==> src/rtl/mem_arbiter.sv <==
// mem_arbiter: shares one memory port among NPORTS cache-style clients, one transaction in flight.
// Default is round-robin grant; define MEM_ARB_FIXED_PRIO_EN for fixed priority (lowest index wins).
module mem_arbiter #(
  parameter int NPORTS = 2,
  parameter int AW     = 32,
  parameter int DW     = 32
) (
  input  logic                 clock,
  input  logic                 reset,
  input  logic [NPORTS-1:0]    req_en,
  input  logic [NPORTS-1:0]    req_wr,
  input  logic [NPORTS*AW-1:0] req_addr,
  input  logic [NPORTS*DW-1:0] req_wdata,
  output logic [DW-1:0]        req_rdata,
  output logic [NPORTS-1:0]    req_rdy,
  output logic [AW-1:0]        mem_addr,
  output logic [DW-1:0]        mem_wdata,
  output logic                 mem_en,
  output logic                 mem_wr,
  input  logic [DW-1:0]        mem_rdata,
  input  logic                 mem_rdy,
  output logic                 busy,
  output logic [2:0]           grant
);

  localparam logic [1:0] ST_IDLE = 2'd0;
  localparam logic [1:0] ST_BUSY = 2'd1;
  localparam logic [1:0] ST_RESP = 2'd2;

  localparam logic [2:0] LAST_PORT = 3'(NPORTS - 1);

  logic [1:0]        state_q, state_d;
  logic [2:0]        grant_q, grant_d;
  logic [2:0]        last_grant_q, last_grant_d;
  logic              mem_en_q, mem_en_d;
  logic              mem_wr_q, mem_wr_d;
  logic              busy_q, busy_d;
  logic [AW-1:0]     mem_addr_q, mem_addr_d;
  logic [DW-1:0]     mem_wdata_q, mem_wdata_d;
  logic [DW-1:0]     req_rdata_q, req_rdata_d;
  logic [NPORTS-1:0] req_rdy_q, req_rdy_d;

  logic              win_valid;
  logic [2:0]        win_idx;
  logic              win_wr;
  logic [AW-1:0]     win_addr;
  logic [DW-1:0]     win_wdata;

`ifdef MEM_ARB_FIXED_PRIO_EN
  // Scan from the top down so the lowest requesting index is the last (winning) assignment.
  always_comb begin
    win_valid = 1'b0;
    win_idx   = '0;
    for (int i = NPORTS - 1; i >= 0; i--) begin
      if (req_en[i]) begin
        win_valid = 1'b1;
        win_idx   = 3'(i);
      end
    end
  end
`else
  logic [2:0]          rr_start;
  logic [2*NPORTS-1:0] req_dbl;

  // Rotate requests so bit 0 is the port after last_grant; the lowest set bit wins.
  always_comb begin
    rr_start  = (last_grant_q >= LAST_PORT) ? 3'd0 : last_grant_q + 3'd1;
    req_dbl   = {req_en, req_en} >> rr_start;
    win_valid = 1'b0;
    win_idx   = '0;
    for (int j = NPORTS - 1; j >= 0; j--) begin
      if (req_dbl[j]) begin
        win_valid = 1'b1;
        win_idx   = (int'(rr_start) + j >= NPORTS) ? 3'(int'(rr_start) + j - NPORTS)
                                                   : 3'(int'(rr_start) + j);
      end
    end
  end
`endif

  // NOTE: every combinational output gets a default first so no path leaves it unassigned (no latch).
  always_comb begin
    win_wr    = 1'b0;
    win_addr  = '0;
    win_wdata = '0;
    for (int i = 0; i < NPORTS; i++) begin
      if (win_idx == 3'(i)) begin
        win_wr    = req_wr[i];
        win_addr  = req_addr[i*AW +: AW];
        win_wdata = req_wdata[i*DW +: DW];
      end
    end
  end

  always_comb begin
    state_d      = state_q;
    grant_d      = grant_q;
    last_grant_d = last_grant_q;
    mem_en_d     = mem_en_q;
    mem_wr_d     = mem_wr_q;
    mem_addr_d   = mem_addr_q;
    mem_wdata_d  = mem_wdata_q;
    req_rdata_d  = req_rdata_q;
    busy_d       = busy_q;
    req_rdy_d    = '0;
    case (state_q)
      ST_IDLE: begin
        if (win_valid) begin
          state_d      = ST_BUSY;
          grant_d      = win_idx;
          last_grant_d = win_idx;
          mem_en_d     = 1'b1;
          mem_wr_d     = win_wr;
          mem_addr_d   = win_addr;
          mem_wdata_d  = win_wdata;
          busy_d       = 1'b1;
        end
      end
      ST_BUSY: begin
        // Completes even if the client dropped en meanwhile; the access is already committed.
        if (mem_rdy) begin
          state_d     = ST_RESP;
          req_rdata_d = mem_rdata;
          mem_en_d    = 1'b0;
          mem_wr_d    = 1'b0;
          req_rdy_d   = NPORTS'(1) << grant_q;
        end
      end
      ST_RESP: begin
        state_d = ST_IDLE;
        busy_d  = 1'b0;
      end
      default: begin
        state_d  = ST_IDLE;
        mem_en_d = 1'b0;
        mem_wr_d = 1'b0;
        busy_d   = 1'b0;
      end
    endcase
  end

  // NOTE: state is updated with non-blocking assignments so every flop samples pre-edge values.
  always_ff @(posedge clock) begin
    if (reset) begin
      state_q      <= ST_IDLE;
      grant_q      <= '0;
      last_grant_q <= LAST_PORT;
      mem_en_q     <= 1'b0;
      mem_wr_q     <= 1'b0;
      mem_addr_q   <= '0;
      mem_wdata_q  <= '0;
      req_rdata_q  <= '0;
      req_rdy_q    <= '0;
      busy_q       <= 1'b0;
    end else begin
      state_q      <= state_d;
      grant_q      <= grant_d;
      last_grant_q <= last_grant_d;
      mem_en_q     <= mem_en_d;
      mem_wr_q     <= mem_wr_d;
      mem_addr_q   <= mem_addr_d;
      mem_wdata_q  <= mem_wdata_d;
      req_rdata_q  <= req_rdata_d;
      req_rdy_q    <= req_rdy_d;
      busy_q       <= busy_d;
    end
  end

  assign req_rdata = req_rdata_q;
  assign req_rdy   = req_rdy_q;
  assign mem_addr  = mem_addr_q;
  assign mem_wdata = mem_wdata_q;
  assign mem_en    = mem_en_q;
  assign mem_wr    = mem_wr_q;
  assign busy      = busy_q;
  assign grant     = grant_q;

endmodule

==> config.mk <==
export PLATFORM = sky130hd
export DESIGN_NAME = mem_arbiter
export DESIGN_NICKNAME = d
export VERILOG_FILES = /design/src/rtl/mem_arbiter.sv
export SDC_FILE = /design/constraint.sdc
export NUM_CORES = 1
export LEC_CHECK = 0
export CAP_MARGIN = 20
export CORE_MARGIN = 5
export CORE_UTILIZATION = 43
export CTS_BUF_LIST = sky130_fd_sc_hd__clkbuf_4
export DETAILED_ROUTE_END_ITERATION = 16
export PLACE_DENSITY = 0.85
export SLEW_MARGIN = 10
export SYNTH_ARGS = -nofsm -noshare
export SYNTH_HDL_FRONTEND = slang
export SYNTH_SLANG_ARGS = --single-unit
==> constraint.sdc <==
create_clock -name clock -period 6.1 [get_ports clock]
set_input_delay 1.525 -clock clock [delete_from_list [all_inputs] [get_ports clock]]
set_output_delay 1.525 -clock clock [all_outputs]
set_load 0.05 [all_outputs]
==> summary.txt <==
Outcome
  – Status: finished clean

Global routing
  – Vias in the first global route: 4442
  – Total gr overflow: 0
  – Tot GR Track Use: between 20% and 30%
  – Initial antenna violation count: 0
  – Global-route wire length before repair: 22320 um
  – Largest net degree at the start of global routing: 54

Drt
  – Post-DR wirelength/cell: 17.21 um
  – Drt pass-1 iters: 4
  – Met3 routed WL: 1585 um
  – Routed WL: 14460 um
  – Mean number of vias per cell: about 5.1
  – ANT nets after route: 0
  – DRC viols: 0
  – Top routing layer in use: met4
  – M1 WL: 5245 um
  – Initial DRC count: 86
  – Vias: roughly 4300
  – Wire length on met2: about 7300 um

Die
  – Ports: 271
  – Die ar.: approximately 14000 um2
  – Initial core utilization: 44.28%
  – Total core area: 10980 um2
  – Die Y: 116.4 um
  – Die width: about 120 um
  – Row cnt: 38

Power and ir drop
  – Worst vdd ir: roughly 0.00017 V
  – PD cells: 316.0 nW/um2
  – Leak Pwr: approximately 0.003 uW

Synth
  – Mapped Avg Cell Area: about 11 um2
  – Post-synth top area share: roughly 44%
  – Post-synth EDFFs: 0
  – Register area share after synthesis: around 44%
  – Main flop type after synthesis: dfxtp_1
  – Largest area contributor in the netlist: dfxtp_1
  – Asr flop ratio synth: 0%
  – Largest cells by area after synthesis: dfxtp_1 44%, o2bb2ai_2 15%, mux2i_1 13%
  – Synthesized cell area: between 4000 and 5000 um2
  – Cell variety after synth: 41
  – Most frequent cell after synthesis: dfxtp_1
  – Most frequent cells after synthesis: 107 x dfxtp_1, 67 x nand2_1, 65 x mux2i_1, 50 x o2bb2ai_2, 38 x a21oi_1
  – Yosys reg bits: roughly 110
  – Synthesis Warnings: 0
  – Cells after Synth: 441
  – Syn nets: 615

Clock tree
  – Post-CTS sizing: 0
  – TritonCTS buffer count: 9
  – H-Tree Depth: 3
  – Clk Latency, worst-skew pair: 450 ps
  – CTS root buf: clkbuf_4
  – Post-CTS setup buffers: 0
  – Clock Path Buffers: 2
  – Worst-path clk slew: approximately 180 ps
  – Clock sink count: around 110
  – CTS tree: built
  – Hold buffers post-CTS: 0

STA
  – Setup Skew: 14.41 ps
  – Tmin final: roughly 3600 ps
  – Fmax: 0.2786 GHz
  – Final Cycle Share: 58.84%
  – Final hold vios: 0
  – Slew margin rel.: around 42%
  – Slew Viols, Final: 0
  – Total negative setup slack: 0 ps
  – Worst-margin pin slew: 864.5 ps
  – RSZ-0062 raised after global routing: no
  – # setup viols final: 0

Run
  – Max cap viols: 0

Cells and area
  – Util after Layout: 70.52%
  – Total Nets Final: 869
  – Inserted Diodes: 0
  – Area Overhead vs Synth: 59.25%
  – Layout cells sized above 1: 11.71%

Placement
  – Hpwl dp: 11320 um
  – I/O Buffers: 270
  – Gpl congestion: 0.7943

Worst setup path
  – Worst Setup End Kind: flip-flop
  – Required @ worst endpoint: about 6500 ps
  – Worst setup SP type: primary input
  – Setup CP Type: primary input to flip-flop
  – Critical Path AT: 3980 ps
  – Crit-path max FO: 29

Min path
  – HP Class: flip-flop to flip-flop
## flip-flops by register name (all words and copies together) (netlist names)
signal / flops
mem_addr: 32
req_rdata: 32
last_grant_q: 1
mem_en: 1
req_rdy: 2
grant: 3
mem_wr: 1
state_q: 2
mem_wdata: 32
busy: 1
## worst max-delay path, stage by stage
cell and delay, ps:
clkdlybuf4s50_1 550, or3_4 450, o2111a_4 190, nor2_4 670
buf_4 450, o2bb2ai_2 130
## final cells by class
class	instances	area (um2)
Inverter	7	26.28
Sequential cell	107	2142
Clock inverter	7	93.84
Tap cell	140	175.2
Fill cell	766	3238
Multi-Input combinational cell	292	2441
Clock buffer	9	67.56
Timing Repair Buffer	278	2799
## layer usage
metal,vias to the layer above,GRT usage [%]
met5,-,0
met4,0,6.187
met3,25,7.202
met2,177,37.64
met1,2009,22.02
li1,2103,-
## placed cells by master, fill, tap and decap left out, types with 3 or more instances in the layout
cell and count:
nand2_1 67, mux2i_1 65, nand2b_1 3, inv_1 7, a21oi_1 38, o2bb2ai_2 50
clkdlybuf4s50_1 270, o2bb2ai_1 14, nor2_1 9, ha_1 7, buf_4 5, dfxtp_1 107
clkbuf_4 9
## stage by stage
| stage | instances | instance area (um2) | hold slack [ps] | total power [uW] | worst slack [ps] |
|---|---|---|---|---|---|
| floorplan | 441 | 4863 | 511.3 | 1676 | 3279 |
| global placement | 821 | 7525 | 441.6 | 2039 | 1827 |
| detailed placement | 822 | 7552 | 444.8 | 2068 | 1726 |
| CTS | 838 | 7714 | 468.1 | 2464 | 2016 |
| global route | 840 | 7745 | 491.5 | 2564 | 2239 |
| finish | 840 | 7745 | 467.4 | 2447 | 2511 |
## kinds of logic (layout without fill, tap and decap cells)
kind of cell,Yosys count,in the layout,synth area share [%]
AO/OA/AOI/OAI,115,115,24.21
flip-flops,107,107,44.04
AND/OR/NAND/NOR,102,102,9.905
multiplexers,67,67,13.84
buffers and inverters,42,301,6.020
adder cells (fa/ha/maj),7,7,1.801
XOR/XNOR,1,1,0.1801
## path summary, 6_finish.rpt
path                              from                        end  slack, ps  depth (start not counted)
min          req_rdata[1]$_SDFFE_PP0P_  req_rdata[1]$_SDFFE_PP0P_        470                          2
max                          req_en[1]  mem_addr[16]$_SDFFE_PP0P_       2510                          6
min reg2reg  req_rdata[1]$_SDFFE_PP0P_  req_rdata[1]$_SDFFE_PP0P_        470                          2
max reg2reg      grant[1]$_SDFFE_PP0P_  mem_addr[30]$_SDFFE_PP0P_       2530                         12
## power breakdown
| group | total (uW) | internal (uW) | switching (uW) |
|---|---|---|---|
| sequential | 897 | 816 | 81.7 |
| clock | 395 | 137 | 257 |
| combinational | 1160 | 441 | 714 |
| total | 2450 | 1390 | 1050 |
Power figures use the tool's default switching activity.
